===== config.mk =====
export PLATFORM = sky130hd
export DESIGN_NAME = ukp_report_scanner_flat
export DESIGN_NICKNAME = d
export VERILOG_FILES = /design/src/rtl/ukp_report_scanner_if.sv /design/src/rtl/ukp_report_scanner.sv /design/src/flat_wrapper.sv
export SDC_FILE = /design/constraint.sdc
export NUM_CORES = 1
export LEC_CHECK = 0
export ABC_AREA = 1
export BUFFER_PORTS_ARGS = -buffer_cell sky130_fd_sc_hd__buf_2
export CAP_MARGIN = 40
export CORE_MARGIN = 2
export CORE_UTILIZATION = 60
export DETAILED_ROUTE_END_ITERATION = 10
export GPL_TIMING_DRIVEN = 1
export PLACE_DENSITY_LB_ADDON = 0.15
export SETUP_SLACK_MARGIN = 0.05
export SYNTH_ARGS = -nofsm -noshare
export SYNTH_HDL_FRONTEND = slang
export SYNTH_SLANG_ARGS = --single-unit

===== constraint.sdc =====
create_clock -name clk25 -period 10.62 [get_ports clk25]
set_clock_uncertainty 0.2 [all_clocks]
set_input_delay 2.124 -clock clk25 [delete_from_list [all_inputs] [get_ports clk25]]
set_output_delay 2.124 -clock clk25 [all_outputs]
set_load 0.02 [all_outputs]

===== src/rtl/ukp_report_scanner_if.sv =====
// Bundles the ukp report-register bus and the key-FIFO consumer stream.
interface ukp_report_scanner_if;
  logic [3:0] kbd_adr;
  logic [7:0] kbd_data;
  logic       key_valid;
  logic       key_ready;
  logic [7:0] key_usage;
  logic [7:0] key_mods;
  logic       fifo_overflow;
  logic       overflow_clr;
  logic       scan_busy;

  modport master (
    output kbd_adr, key_valid, key_usage, key_mods, fifo_overflow, scan_busy,
    input  kbd_data, key_ready, overflow_clr
  );

  modport slave (
    input  kbd_adr, key_valid, key_usage, key_mods, fifo_overflow, scan_busy,
    output kbd_data, key_ready, overflow_clr
  );
endinterface


===== src/rtl/ukp_report_scanner.sv =====
// Scans the ukp keyboard report after each completed USB report, diffs the six
// boot keycodes against the previous report and queues newly pressed keys.
//
//   state  | meaning
//   IDLE   | waiting for record_n rising edge
//   READ   | stepping kbd_adr 0..7, capturing one byte per RD_LAT+1 cycles
//   EMIT   | one cycle per keycode slot 2..7, pushing new keys
//   COMMIT | copy current keycodes into the previous-report table
module ukp_report_scanner #(
  parameter int RD_LAT     = 1,
  parameter int FIFO_DEPTH = 4
) (
  input  logic                 clk25,
  input  logic                 rst,
  input  logic                 record_n,
  ukp_report_scanner_if.master bus
);
  localparam int PW = $clog2(FIFO_DEPTH);
  localparam int CW = PW + 1;

  typedef enum logic [1:0] {S_IDLE, S_READ, S_EMIT, S_COMMIT} state_t;

  state_t        state_q, state_d;
  logic          sync1_q, sync2_q, sync3_q;
  logic          rise_evt, fall_evt;
  logic [2:0]    idx_q, slot_q, slot_idx;
  logic [1:0]    lat_q;
  logic [7:0]    cur_q [8];
  logic [7:0]    prev_q [6];
  logic [7:0]    slot_byte;
  logic          rollover, match, push_req;

  logic [15:0]   mem_q [FIFO_DEPTH];
  logic [PW-1:0] wr_ptr_q, rd_ptr_q, rd_ptr_d;
  logic [CW-1:0] count_q, count_d;
  logic [7:0]    usage_q, mods_q, usage_d, mods_d;
  logic          ovf_q, full, pop, push, ovf_set;

  assign rise_evt  = sync2_q & ~sync3_q;
  assign fall_evt  = ~sync2_q & sync3_q;
  assign slot_idx  = slot_q + 3'd2;
  assign slot_byte = cur_q[slot_idx];

  // record_n synchroniser (idle-high) plus one extra flop for edge detection
  always_ff @(posedge clk25) begin
    if (rst) begin
      sync1_q <= 1'b1;
      sync2_q <= 1'b1;
      sync3_q <= 1'b1;
    end else begin
      sync1_q <= record_n;
      sync2_q <= sync1_q;
      sync3_q <= sync2_q;
    end
  end

  // rollover marker and previous-report match for the current emit slot
  always_comb begin
    rollover = (bus.kbd_data == 8'h01);
    for (int i = 2; i < 7; i++) begin
      if (cur_q[i] == 8'h01) rollover = 1'b1;
    end
    match = 1'b0;
    for (int j = 0; j < 6; j++) begin
      if (prev_q[j] == slot_byte) match = 1'b1;
    end
  end

  // FSM state register
  always_ff @(posedge clk25) begin
    if (rst) state_q <= S_IDLE;
    else     state_q <= state_d;
  end

  // FSM next-state logic; a falling record_n aborts READ/EMIT without commit
  always_comb begin
    state_d = state_q;
    case (state_q)
      S_IDLE:   if (rise_evt) state_d = S_READ;
      S_READ: begin
        if (fall_evt) state_d = S_IDLE;
        else if (lat_q == 2'd0 && idx_q == 3'd7) state_d = rollover ? S_IDLE : S_EMIT;
      end
      S_EMIT: begin
        if (fall_evt) state_d = S_IDLE;
        else if (slot_q == 3'd5) state_d = S_COMMIT;
      end
      S_COMMIT: state_d = S_IDLE;
      default:  state_d = S_IDLE;
    endcase
  end

  // FSM outputs
  always_comb begin
    push_req      = (state_q == S_EMIT) && !fall_evt && (slot_byte != 8'h00) && !match;
    bus.scan_busy = (state_q != S_IDLE);
    bus.kbd_adr   = (state_q == S_READ) ? {1'b0, idx_q} : 4'd0;
  end

  // scan datapath: byte index, latency down-counter, emit slot, report tables
  always_ff @(posedge clk25) begin
    if (rst) begin
      idx_q  <= '0;
      lat_q  <= '0;
      slot_q <= '0;
      for (int i = 0; i < 8; i++) cur_q[i] <= '0;
      for (int i = 0; i < 6; i++) prev_q[i] <= '0;
    end else begin
      case (state_q)
        S_IDLE: begin
          if (rise_evt) begin
            idx_q  <= '0;
            lat_q  <= 2'(RD_LAT);
            slot_q <= '0;
          end
        end
        S_READ: begin
          if (lat_q == 2'd0) begin
            cur_q[idx_q] <= bus.kbd_data;
            idx_q        <= idx_q + 3'd1;
            lat_q        <= 2'(RD_LAT);
          end else begin
            lat_q <= lat_q - 2'd1;
          end
        end
        S_EMIT:   slot_q <= slot_q + 3'd1;
        S_COMMIT: for (int i = 0; i < 6; i++) prev_q[i] <= cur_q[i+2];
        default: ;
      endcase
    end
  end

  // FIFO control; the head is registered so outputs hold the last popped entry when empty
  always_comb begin
    full     = (count_q == CW'(FIFO_DEPTH));
    pop      = (count_q != '0) && bus.key_ready;
    push     = push_req && (!full || pop);
    ovf_set  = push_req && full && !pop;
    count_d  = count_q + CW'(push) - CW'(pop);
    rd_ptr_d = pop ? rd_ptr_q + PW'(1) : rd_ptr_q;
    usage_d  = usage_q;
    mods_d   = mods_q;
    if (count_d != '0) begin
      if (count_q == '0 || (count_q == CW'(1) && pop)) begin
        usage_d = slot_byte;
        mods_d  = cur_q[0];
      end else begin
        {usage_d, mods_d} = mem_q[rd_ptr_d];
      end
    end
  end

  // FIFO pointers, occupancy, head register and sticky overflow
  always_ff @(posedge clk25) begin
    if (rst) begin
      wr_ptr_q <= '0;
      rd_ptr_q <= '0;
      count_q  <= '0;
      usage_q  <= '0;
      mods_q   <= '0;
      ovf_q    <= 1'b0;
    end else begin
      if (push) wr_ptr_q <= wr_ptr_q + PW'(1);
      rd_ptr_q <= rd_ptr_d;
      count_q  <= count_d;
      usage_q  <= usage_d;
      mods_q   <= mods_d;
      if (ovf_set)               ovf_q <= 1'b1;
      else if (bus.overflow_clr) ovf_q <= 1'b0;
    end
  end

  // FIFO storage: {usage, mods}
  always_ff @(posedge clk25) begin
    if (!rst && push) mem_q[wr_ptr_q] <= {slot_byte, cur_q[0]};
  end

  assign bus.key_valid     = (count_q != '0);
  assign bus.key_usage     = usage_q;
  assign bus.key_mods      = mods_q;
  assign bus.fifo_overflow = ovf_q;
endmodule

===== src/flat_wrapper.sv =====
// flat-port wrapper written by rule: the top's interface ports become plain ports
module ukp_report_scanner_flat 
#(
  parameter int RD_LAT     = 1,
  parameter int FIFO_DEPTH = 4
)
  (clk25, rst, record_n, bus_kbd_adr, bus_key_valid, bus_key_usage, bus_key_mods, bus_fifo_overflow, bus_scan_busy, bus_kbd_data, bus_key_ready, bus_overflow_clr);
  ukp_report_scanner_if bus_i ();
  input  logic clk25;
  input  logic rst;
  input  logic record_n;
  output wire logic [$bits(bus_i.kbd_adr)-1:0] bus_kbd_adr;
  output wire logic [$bits(bus_i.key_valid)-1:0] bus_key_valid;
  output wire logic [$bits(bus_i.key_usage)-1:0] bus_key_usage;
  output wire logic [$bits(bus_i.key_mods)-1:0] bus_key_mods;
  output wire logic [$bits(bus_i.fifo_overflow)-1:0] bus_fifo_overflow;
  output wire logic [$bits(bus_i.scan_busy)-1:0] bus_scan_busy;
  input wire logic [$bits(bus_i.kbd_data)-1:0] bus_kbd_data;
  input wire logic [$bits(bus_i.key_ready)-1:0] bus_key_ready;
  input wire logic [$bits(bus_i.overflow_clr)-1:0] bus_overflow_clr;
  assign bus_kbd_adr = bus_i.kbd_adr;
  assign bus_key_valid = bus_i.key_valid;
  assign bus_key_usage = bus_i.key_usage;
  assign bus_key_mods = bus_i.key_mods;
  assign bus_fifo_overflow = bus_i.fifo_overflow;
  assign bus_scan_busy = bus_i.scan_busy;
  assign bus_i.kbd_data = bus_kbd_data;
  assign bus_i.key_ready = bus_key_ready;
  assign bus_i.overflow_clr = bus_overflow_clr;
  ukp_report_scanner #(.RD_LAT(RD_LAT), .FIFO_DEPTH(FIFO_DEPTH)) u_core (.clk25(clk25), .rst(rst), .record_n(record_n), .bus(bus_i));
endmodule

# Word level (Yosys, flattened, before mapping)
# Memories as Yosys holds them, arrays and structs flattened.
# Cells that the tools add are included.
totals:
  ff_bits: 37
  latch_bits: 0
  ramBits: 176
  rom_bits: 0
  out_inout_bits: 23
  elab_cells: 139
  mem_count: 3
op_classes:
  addsub: 8
  mul: 0
  div_mod_pow: 0
  order_cmp: 0
  n_eq_ne: 23
  n_shift: 0
  mux: 50
  bitwise: 10
  reduce_logical: 32
memory_table:
  columns: ["name", "words", "width", "rd", "rd_clocked_by_memory_dff", "write_ports", "line_no", "text"]
  rows:
  - ["u_core.cur_q", 8, 8, 8, 0, 8, "ukp_report_scanner.sv:28", "logic [7:0] cur_q [8];"]
  - ["u_core.mem_q", 4, 16, 1, 0, 1, "ukp_report_scanner.sv:33", "logic [15:0] mem_q [FIFO_DEPTH];"]
  - ["u_core.prev_q", 6, 8, 6, 0, 6, "ukp_report_scanner.sv:29", "logic [7:0] prev_q [6];"]
op_table:
  columns: ["op", "count"]
  rows:
  - ["$mux 8", 9]
  - ["$eq 8x1->1 const B", 6]
  - ["$eq 8x8->1", 6]
  - ["$mux 1", 25]
  - ["$mux 2", 8]
  - ["$mux 3", 4]
  - ["$pmux 3 s2", 2]
  - ["$logic_and 1x1->1", 10]
  - ["$eq 3x3->1 const B", 3]
  - ["$pmux 2 s4", 1]
  - ["$reduce_bool 2->1", 4]
  - ["$reduce_bool 8->1", 1]
  - ["$reduce_or 8->1", 1]
  - ["$add 3x1->3 const B", 2]
  - ["$ne 3x1->1 const B", 2]
  - ["$or 1x1->1", 6]
  - ["$reduce_and 3->1", 2]
  - ["$reduce_bool 3->1", 2]
  - ["$logic_not 1->1", 5]
  - ["$add 2x1->2 const B", 2]
  - ["$eq 2x2->1 const B", 2]
  - ["$logic_not 2->1", 2]
  - ["$pmux 2 s2", 1]
  - ["$reduce_and 2->1", 2]
  - ["12 further kinds", 15]

# Depth between registers and ports, before layout
# An unclocked memory read counts as a cell.
logic_depth:
  ltp_word: 15
  ltp_mapped: 26

# Worst setup path before layout
# Ideal clock, no wire load.
synth_path:
  path_kind: "in2reg"
  start: "in rst"
  end: "mem u_core.prev_q[0][0] (enable)"
  setup_time_ns: 0.851
  t_arrival_ns: 4.190
  path_slack_ns: 5.378
  path_stages: 4
  n_path_buf: 2
  path_cell_list: "clkbuf_1 inv_1 clkbuf_1 o21ai_0"
synth_lines:
  columns: ["item", "line_no", "text"]
  rows:
  - ["start, declared", "flat_wrapper.sv:10", "input logic rst;"]
  - ["end, declared", "ukp_report_scanner.sv:29", null]

# Worst setup path after layout
layout_path:
  start: "reg u_core.slot_q[0]"
  end: "reg u_core.mods_q[1] (netlist: u_core.bus.key_mods[1])"
layout_via:
  elab_chain_len: 15
  elab_cells_between_ends: 22
  classes_between: "3 x add/sub; 6 x eq/ne; 6 x mux; 6 x reduce/logical; 1 x memory"
layout_lines:
  columns: ["item", "line_no", "text"]
  rows:
  - ["start, declared", "ukp_report_scanner.sv:26", "logic [2:0] idx_q, slot_q, slot_idx;"]
  - ["start signal, assigned", "ukp_report_scanner.sv:126", "S_EMIT: slot_q <= slot_q + 3'd1;"]
  - ["$add 3x2->3 (*)", "ukp_report_scanner.sv:41", "assign slot_idx = slot_q + 3'd2;"]
  - ["$mem_v2 8x8 (*)", null, null]
  - ["via u_core.slot_byte[6]", "ukp_report_scanner.sv:30", "logic [7:0] slot_byte;"]
  - ["$eq 8x8->1", "ukp_report_scanner.sv:65", "if (prev_q[j] == slot_byte) match = 1'b1;"]
  - ["$mux 1 (6 in a row)", "ukp_report_scanner.sv:65", null]
  - ["$logic_not 1->1", "ukp_report_scanner.sv:95", "push_req = (state_q == S_EMIT) && !fall_evt && (slot_byte != 8'h00) && !match;"]
  - ["$logic_and 1x1->1 (*)", "ukp_report_scanner.sv:95", null]
  - ["$logic_and 1x1->1 (*)", "ukp_report_scanner.sv:137", "push = push_req && (!full || pop);"]
  - ["$add 3x1->3 (*)", "ukp_report_scanner.sv:139", "count_d = count_q + CW'(push) - CW'(pop);"]
  - ["$sub 3x1->3 (*)", "ukp_report_scanner.sv:139", null]
  - ["$reduce_bool 3->1 (*)", "ukp_report_scanner.sv:143", "if (count_d != '0) begin"]
  - ["end signal, assigned", "ukp_report_scanner.sv:167", "mods_q <= mods_d;"]
  - ["end, declared", "ukp_report_scanner.sv:36", "logic [7:0] usage_q, mods_q, usage_d, mods_d;"]
# The timed path passes the listed nets; every way through them passes the cells marked *.
# A chain may end at the register's enable or synchronous reset.

==> flow_summary.json <==
{
  "clock.fmax_mhz": 237,
  "whs_ns": 0.207,
  "die-area_sq_um": 17900,
  "synth-seq-cells": 213,
  "irDropWorstVdd_v": 0.000220,
  "die_h_microns": 134,
  "crit_start": "u_core.slot_q[0]",
  "viasPerCell": 5.35,
  "routed_wl_mm": 22.5,
  "syn_nets": 1130,
  "gp_congestion": 0.876,
  "power_switching_w": 0.000952,
  "ys_seq_area_frac": 0.595,
  "layout_setup_ws_ns": 6.41,
  "worstPathRequired_ns": 10.82,
  "grt_max_degree": 49,
  "power.share.switching": 0.352,
  "reg2regPathDepth": 23,
  "first_pass_iters": 5,
  "crit_fanout": 29,
  "track_usage": 0.255,
  "nets": 1168,
  "clock_path_buffers": 3,
  "pwr-share-comb": 0.314,
  "worst-path-buf-inv": 5,
  "synth_area_per_cell_sq_um": 9.16,
  "seq_area_sq_um": 6030,
  "slew_headroom": 0.551,
  "fp-row-count": 47,
  "drv_cap": 0,
  "p_int_w": 0.00176,
  "grt_pass1_wl_mm": 35.7,
  "fin_cells": 1380,
  "synth_top_area_share": 0.522,
  "cts-root-buf": "clkbuf_16",
  "fillers": 1272,
  "synth_common_cells": "256 x nand2_1, 191 x nor2_1, 176 x edfxtp_1",
  "rsz0062_at_grt": "false",
  "setup-tns-final_ns": 0,
  "finalHoldViolCount": 0,
  "antenna_found_initial": 0,
  "dp_cells": 1339,
  "dp_slack_ns": 6.17,
  "portBuffers": 34,
  "syn2layout_area_growth_pct": 11.6,
  "cts_resized": 0,
  "synth.distinct_cells": 39,
  "clk_pin_slew_ns": 0.06,
  "r2r-end": "u_core.bus.key_mods[1]",
  "yosys-top-cells-area": "edfxtp_1 52%, nand2_1 9.5%, dfxtp_1 7.3%, nor2_1 7.1%, inv_1 4.9%",
  "die_x_microns": 134,
  "cpMostUsedCell": "nand2_1",
  "coreArea_sq_um": 16500,
  "cp_slowest_cell": "dfxtp_1",
  "synthesis.area_sq_um": 10100,
  "cp_data_arrival_time_ns": 4.41,
  "min_path_type": "flop to flop",
  "wl_per_cell_microns": 16.3,
  "seqPwrFrac": 0.392,
  "path_cells": "buf_4 > nand2_1 > o211ai_1 > nand2_1 > inv_2 > nand2_4 > nand2_1 > nand2_1 > nand2_1 > nor2_1 > nand2_1 > nand2_1 > nor2_2 > nand3_2 > inv_2 > ha_1 > inv_1 > fa_1 > xor2_1 > nand3_1 > buf_8 > o21ai_0 > a21oi_1",
  "path_depth": 23,
  "max_stage_delay_ns": 0.61,
  "startpoint_type": "flop",
  "drc": 0,
  "drv_slew": 0,
  "worstSkewPairLatency_ns": 0.52,
  "synth-main-ff-cell": "edfxtp_1",
  "power_leakage_nw": 4.80,
  "clkPwrFrac": 0.294,
  "yosys.area.top_type": "edfxtp_1",
  "ios": 36,
  "drive_above_1_share": 0.111,
  "postCtsSetupBuffers": 0,
  "numCtsBuffers": 23,
  "cts.htree.levels": 1,
  "yosysMostFrequentCell": "nand2_1",
  "worstMarginPinSlew_ns": 0.673,
  "setup_violations": 0,
  "synth_edf_count": 176,
  "fin_crit_ns": 4.21,
  "drtIter0Drc": 735,
  "grt_overflow_total": 0,
  "ys_warn_count": 0,
  "initial_core_util": 0.613,
  "crit_family": "simple AND/OR/NAND/NOR gates",
  "clock_sinks": 213,
  "async_flop_share": 0,
  "ant_nets": 0,
  "multiInputGateArea_sq_um": 3340,
  "critical_path_class": "flop to flop",
  "reg2reg_slack_ns": 6.41,
  "antenna_cells": 0,
  "endpoint": "u_core.bus.key_mods[1]",
  "synthCells": 1106,
  "r2r_start": "u_core.slot_q[0]",
  "end_kind": "flop",
  "vias": 7389,
  "dpl.hpwl_mm": 15.7,
  "status": "finished, final reports clean",
  "p_per_area_nw_per_um2": 240,
  "finalCritPeriodShare": 0.396,
  "cts_tree": "yes",
  "postCtsHoldBufs": 0,
  "grt_pass1_vias": 6686
}
power by group through the flow:
stage / sequential [W] / combinational [W] / clock (W)
2_1_floorplan: 0.00109 / 0.000600 / 0
3_3_place_gp: 0.00108 / 0.000796 / 0
3_5_place_dp: 0.00108 / 0.000844 / 0
4_1_cts: 0.00106 / 0.000849 / 0.000804
5_1_grt: 0.00107 / 0.000962 / 0.000833
6_report: 0.00106 / 0.000850 / 0.000796
state kept, by name, summed over array words and instances, names as in the netlist, 3 cells and up:
signal / count
u_core.count_q: 3
u_core.bus.key_usage: 8
u_core.bus.key_mods: 8
u_core.prev_q: 48
u_core.cur_q: 64
u_core.mem_q: 64
u_core.slot_q: 3
u_core.idx_q: 3
logic make-up after synthesis:
logic type	after synthesis	synth area share
other cells	1	0.000370
simple gates	570	0.247
xor+xnor	7	0.00605
buf+inv	191	0.0767
compound gates	113	0.0610
fa+ha+maj	11	0.0143
flops	213	0.595
placed cells by master, fill, tap and decap left out, drive strengths merged, types with 3 or more instances in the layout:
cell type    n
a31oi        8
nand3       53
nand4       11
edfxtp     176
a21oi       19
o22ai       15
nand2      273
inv        151
clkbuf      32
xor2         6
clkinv      13
o21ai       63
nand3b      23
a211oi       3
nor4         4
or2          4
nor2       199
dfxtp       37
buf         47
ha          10
nor3         3
how the worst min path moves through the flow:
stage	start	to	depth (start not counted)
6_report	u_core.sync1_q	u_core.sync2_q	1
3_5_place_dp	u_core.sync1_q	u_core.sync2_q	1
3_3_place_gp	u_core.sync1_q	u_core.sync2_q	1
4_1_cts	u_core.sync1_q	u_core.sync2_q	1
2_1_floorplan	u_core.sync1_q	u_core.sync2_q	1
5_1_grt	u_core.sync1_q	u_core.sync2_q	1
per-stage QoR:
stage          power, W   util  cell area (sq um)
2_1_floorplan   0.00169      -              10100
3_3_place_gp    0.00187  0.633              10500
3_5_place_dp    0.00192  0.638              10500
4_1_cts         0.00271  0.684              11300
5_1_grt         0.00287  0.684              11300
6_report        0.00271  0.684              11300
worst reg2reg max path, cell delays in order (launching register included):
cell	delay (ns)
dfxtp_1	0.61
buf_4	0.35
nand2_1	0.10
o211ai_1	0.09
nand2_1	0.12
inv_2	0.18
nand2_4	0.15
nand2_1	0.09
nand2_1	0.05
nand2_1	0.08
nor2_1	0.04
nand2_1	0.05
nand2_1	0.10
nor2_2	0.19
nand3_2	0.13
inv_2	0.10
ha_1	0.14
inv_1	0.05
fa_1	0.40
xor2_1	0.19
nand3_1	0.22
buf_8	0.23
o21ai_0	0.17
a21oi_1	0.06
area by class of cell:
cell class,instances,area share
Sequential cell,213,0.533
Multi-Input combinational cell,702,0.295
Clock buffer,32,0.0575
Inverter,157,0.0524
Timing Repair Buffer,47,0.0277
Tap cell,220,0.0244
Clock inverter,9,0.00974
layer usage:
layer / share of wire / wire (microns) / global-route usage / vias to the layer above
met1: 0.45 / 10100 / 0.384 / 3380
met3: 0.077 / 1740 / 0.0412 / 34
met5: 0 / 0 / 0 / -
met4: 0.019 / 427 / 0.0638 / 0
li1: - / - / - / 3680
met2: 0.45 / 10200 / 0.391 / 295
(Power assumes the default switching activity.)
